$ cat src/rtl/timer_arbiter.sv
// timer_arbiter: shares one 2**DIVISOR_BITS-cycle delay counter among requesters, round-robin by default; define TIMER_ARB_FIXED_PRIO_EN for fixed lowest-index priority
module timer_arbiter #(
  parameter int NUM_REQ      = 4,
  parameter int ID_BITS      = 2,
  parameter int DIVISOR_BITS = 7
) (
  input  logic               clk,
  input  logic               rst_n,
  input  logic [NUM_REQ-1:0] req,
  output logic [NUM_REQ-1:0] grant,
  output logic [NUM_REQ-1:0] done,
  output logic [ID_BITS-1:0] cur_id,
  output logic               busy
);
  typedef enum logic [1:0] {IDLE, COUNT, RELEASE} state_t;
  localparam logic [DIVISOR_BITS-1:0] CNT_LAST = '1;
  state_t                  r_state, w_state;
  logic [NUM_REQ-1:0]      r_grant, w_grant, r_done, w_done;
  logic [ID_BITS-1:0]      r_cur_id, w_cur_id, w_win;
  logic [DIVISOR_BITS-1:0] r_cnt, w_cnt;
  logic                    r_busy, w_own;
  int                      w_start;
`ifdef TIMER_ARB_FIXED_PRIO_EN
  assign w_start = 0;
`else
  logic [ID_BITS-1:0] r_last, w_last;
  assign w_start = (int'(r_last) >= NUM_REQ - 1) ? 0 : int'(r_last) + 1;
`endif
  assign w_own = |(req & r_grant);
  // winner: lowest requester at or above the scan start, else lowest overall (wrap-around)
  always_comb begin
    w_win = '0;
    for (int i = NUM_REQ - 1; i >= 0; i--) if (req[i]) w_win = ID_BITS'(i);
    for (int i = NUM_REQ - 1; i >= 0; i--) if (req[i] && i >= w_start) w_win = ID_BITS'(i);
  end
  // next state and next registered outputs; done defaults low so it only ever pulses
  always_comb begin
    w_state  = r_state;
    w_grant  = r_grant;
    w_done   = '0;
    w_cur_id = r_cur_id;
    w_cnt    = r_cnt;
`ifndef TIMER_ARB_FIXED_PRIO_EN
    w_last   = r_last;
`endif
    case (r_state)
      IDLE: if (|req) begin
        w_state  = COUNT;
        w_grant  = NUM_REQ'(1) << w_win;
        w_cur_id = w_win;
        w_cnt    = '0;
`ifndef TIMER_ARB_FIXED_PRIO_EN
        w_last   = w_win;
`endif
      end
      COUNT: if (!w_own) begin
        w_state  = IDLE;
        w_grant  = '0;
        w_cur_id = '0;
        w_cnt    = '0;
      end else if (r_cnt == CNT_LAST) begin
        w_state  = RELEASE;
        w_done   = r_grant;
        w_cnt    = '0;
      end else begin
        w_cnt    = r_cnt + 1'b1;
      end
      default: if (!w_own) begin
        w_state  = IDLE;
        w_grant  = '0;
        w_cur_id = '0;
      end
    endcase
  end
  // state and output registers, cleared asynchronously
  always_ff @(posedge clk or negedge rst_n) begin
    if (!rst_n) begin
      r_state  <= IDLE;
      r_grant  <= '0;
      r_done   <= '0;
      r_cur_id <= '0;
      r_cnt    <= '0;
      r_busy   <= 1'b0;
`ifndef TIMER_ARB_FIXED_PRIO_EN
      r_last   <= ID_BITS'(NUM_REQ - 1);
`endif
    end else begin
      r_state  <= w_state;
      r_grant  <= w_grant;
      r_done   <= w_done;
      r_cur_id <= w_cur_id;
      r_cnt    <= w_cnt;
      r_busy   <= (w_state != IDLE);
`ifndef TIMER_ARB_FIXED_PRIO_EN
      r_last   <= w_last;
`endif
    end
  end
  assign grant  = r_grant;
  assign done   = r_done;
  assign cur_id = r_cur_id;
  assign busy   = r_busy;
endmodule
$ cat config.mk
export PLATFORM = sky130hd
export DESIGN_NAME = timer_arbiter
export DESIGN_NICKNAME = d
export VERILOG_FILES = /design/src/rtl/timer_arbiter.sv
export SDC_FILE = /design/constraint.sdc
export NUM_CORES = 1
export LEC_CHECK = 0
export CAP_MARGIN = 5
export CORE_MARGIN = 2
export CORE_UTILIZATION = 55
export DETAILED_ROUTE_END_ITERATION = 8
export PLACE_DENSITY = 0.88
export SLEW_MARGIN = 20
export SYNTH_ARGS = -nofsm -noshare
export SYNTH_HDL_FRONTEND = slang
export SYNTH_SLANG_ARGS = --single-unit
$ cat constraint.sdc
create_clock -name clk -period 4.27 [get_ports clk]
set_input_delay 1.281 -clock clk [delete_from_list [all_inputs] [get_ports clk]]
set_output_delay 1.281 -clock clk [all_outputs]
set_load 0.02 [all_outputs]
==> flow_summary.toml <==
[cts]
ctsResizeCount = 0
clk_pin_slew_ns = 0.11
cts_root_buf = "clkbuf_4"
cts_sinks = 22
cts_setup_buffers = 0
tritoncts = "built"
hold_buffers = 0
clk_path_buf_depth = 2
cts-htree-levels = 1
cts_made_buffers = 3
clock_latency_ns = 0.31

[place]
portBuffers = 16
place_congestion = 0.864
pre_cts_slack_ns = 1.28
hpwl_mm = 1.60

[synth]
synth_nets = 107
synth_edf_count = 0
synth_area_um2 = 1070
ys_ff_latch = 22
synth-async-reset-ratio_pct = 100
syn-mean-instance-area_um2 = 11.0
synth.distinct_cells = 39
ys.warnings.count = 0
ys_seq_area_share_pct = 51.5
syn_inst = 98
ys_dominant_reg_cell = "dfrtp_1"

[sta]
clock_skew_ns = 0.00474
period_minus_slack_ns = 2.67
rsz0062_at_grt = "no"
hold_viol_final = 0
tns_ns = 0
worstMarginPinSlew_ns = 0.897
relSlewSlack_pct = 40.0
setup_ws_ns = 1.60
period_share_pct = 62.4
finalSetupViolations = 0
slew_viol_final = 0
fmax_ghz = 0.375

[critical_path]
critPathRequiredTime_ns = 4.47
cp-start-kind = "input port"
crit_arrival_ns = 2.87
worstSetupEndpointType = "flop"
cp_max_fo = 7
worstSetupPathType = "in2reg"

[worst_hold_path]
hold_path.class = "reg2reg"

[final_layout]
antenna_cells = 0
fin_nets = 127
area_delta_synth_final_pct = 19.2
drive_gt1_share_pct = 12.8
layout_common_cells = "dfrtp_1 (20), clkdlybuf4s50_1 (16), nand2_1 (7)"
fillers = 126
layout_commonest_cell = "dfrtp_1"

[die]
die-area_um2 = 2320
start_util_pct = 60.3
row_count = 15
die_w_um = 48.2
dieHeight_um = 48.2
core_area_um2 = 1780
ios = 17

[grt]
globalRouteMet2Util_pct = 30.5
gr-total-overflow = 0
antenna_found_initial = 0
grt_pass1_wl_mm = 3.15
grtUsageTotal_pct = 20.4
grt_max_degree = 23
grt-busiest-layer = "met2"
use_met3_pct = 4.81
grt_use_met1_pct = 26.9
grt_pass1_vias = 721

[power]
power_density_nw_per_um2 = 590
p_leak_nw = 0.555
ir_drop_v = 0.000448

[routing]
dr.pass1.iters = 4
drc = 0
ant_nets = 0
via_count = 860
drt_iter0_markers = 30
viasPerCell = 6.06
wl_mm = 2.10
route.detailed.wl_per_inst_um = 14.8

[job]
cap_violations = 0

[status]
status = "completed"
per-layer routing:
metal,vias to the layer above,part of all wire [%]
met5,-,0
met4,0,2.9
met3,6,7.4
met2,42,46
met1,409,44
li1,403,-
state kept, by name (all words and copies together), names as in the netlist:
| name | flops |
|---|---|
| grant | 4 |
| busy | 1 |
| r_last | 2 |
| r_state | 2 |
| done | 4 |
| r_cnt | 7 |
| cur_id | 2 |
path summary, 6_finish.rpt:
| check | depth (start not counted) | slack [ns] | from | to |
|---|---|---|---|---|
| max | 5 | 1.60 | req[1] | grant[1] |
| max reg2reg | 6 | 2.52 | r_last[0] | grant[1] |
| max in group asynchronous | 1 | 2.25 | rst_n | r_state[0] |
| min reg2reg | 1 | 0.51 | r_cnt[2] | r_cnt[2] |
| min in group asynchronous | 1 | 1.47 | rst_n | done[0] |
| min | 1 | 0.51 | r_cnt[2] | r_cnt[2] |
synth_stat cells (all sizes together) (3+ instances only):
master | count | area, um^2
nor2 | 4 | 15.0
a22o | 4 | 35.0
a21oi | 4 | 20.0
inv | 5 | 18.8
and2 | 5 | 31.3
nor3 | 3 | 25.0
nand2 | 7 | 26.3
a21o | 3 | 23.8
dfrtp | 20 | 500
nand2b | 3 | 21.3
o21ai | 9 | 48.8
ha | 3 | 37.5
per-stage QoR:
stage                     hold WS, ns  std cells  area [um^2]  total power [W]  utilization, %
after floorplan                 0.454         98         1070         0.000553               -
after global placement          0.480        138         1250         0.000647            70.4
after detailed placement        0.492        138         1250         0.000662            70.4
after CTS                       0.510        142         1280         0.000755            71.9
after global routing            0.525        142         1280         0.000801            71.9
final                           0.509        142         1280         0.000755            71.9
worst max-delay path, stage by stage:
cell             delay [ns]
clkdlybuf4s50_1        0.54
nor4_2                 0.49
nand2b_2               0.27
nor3_2                 0.08
a22o_1                 0.20
area by class of cell:
| class | count | area, um^2 | area share (%) |
|---|---|---|---|
| Inverter | 5 | 18.8 | 1.46 |
| Tap cell | 25 | 31.3 | 2.44 |
| Timing Repair Buffer | 16 | 160 | 12.5 |
| Clock buffer | 4 | 26.3 | 2.05 |
| Multi-Input combinational cell | 70 | 492 | 38.4 |
| Sequential cell | 22 | 553 | 43.2 |
report_power, final:
| part | switching, W | total [W] | internal, W |
|---|---|---|---|
| registers | 0.0000468 | 0.000313 | 0.000266 |
| clock network | 0.0000590 | 0.0000955 | 0.0000365 |
| logic | 0.000198 | 0.000347 | 0.000150 |
| total | 0.000303 | 0.000755 | 0.000452 |
cells by family (layout without fill, tap and decap cells):
logic type               Yosys count  count (layout)  share of synthesized area (%)
adder cells (fa/ha/maj)            3               3                           3.49
AND/OR/NAND/NOR                   30              30                           16.1
multiplexers                       1               1                          0.931
AO/OA/AOI/OAI                     34              34                           23.6
XOR/XNOR                           2               2                           1.63
flip-flops                        22              22                           51.5
buffers and inverters              6              25                           2.79
(Power assumes the default switching activity.)
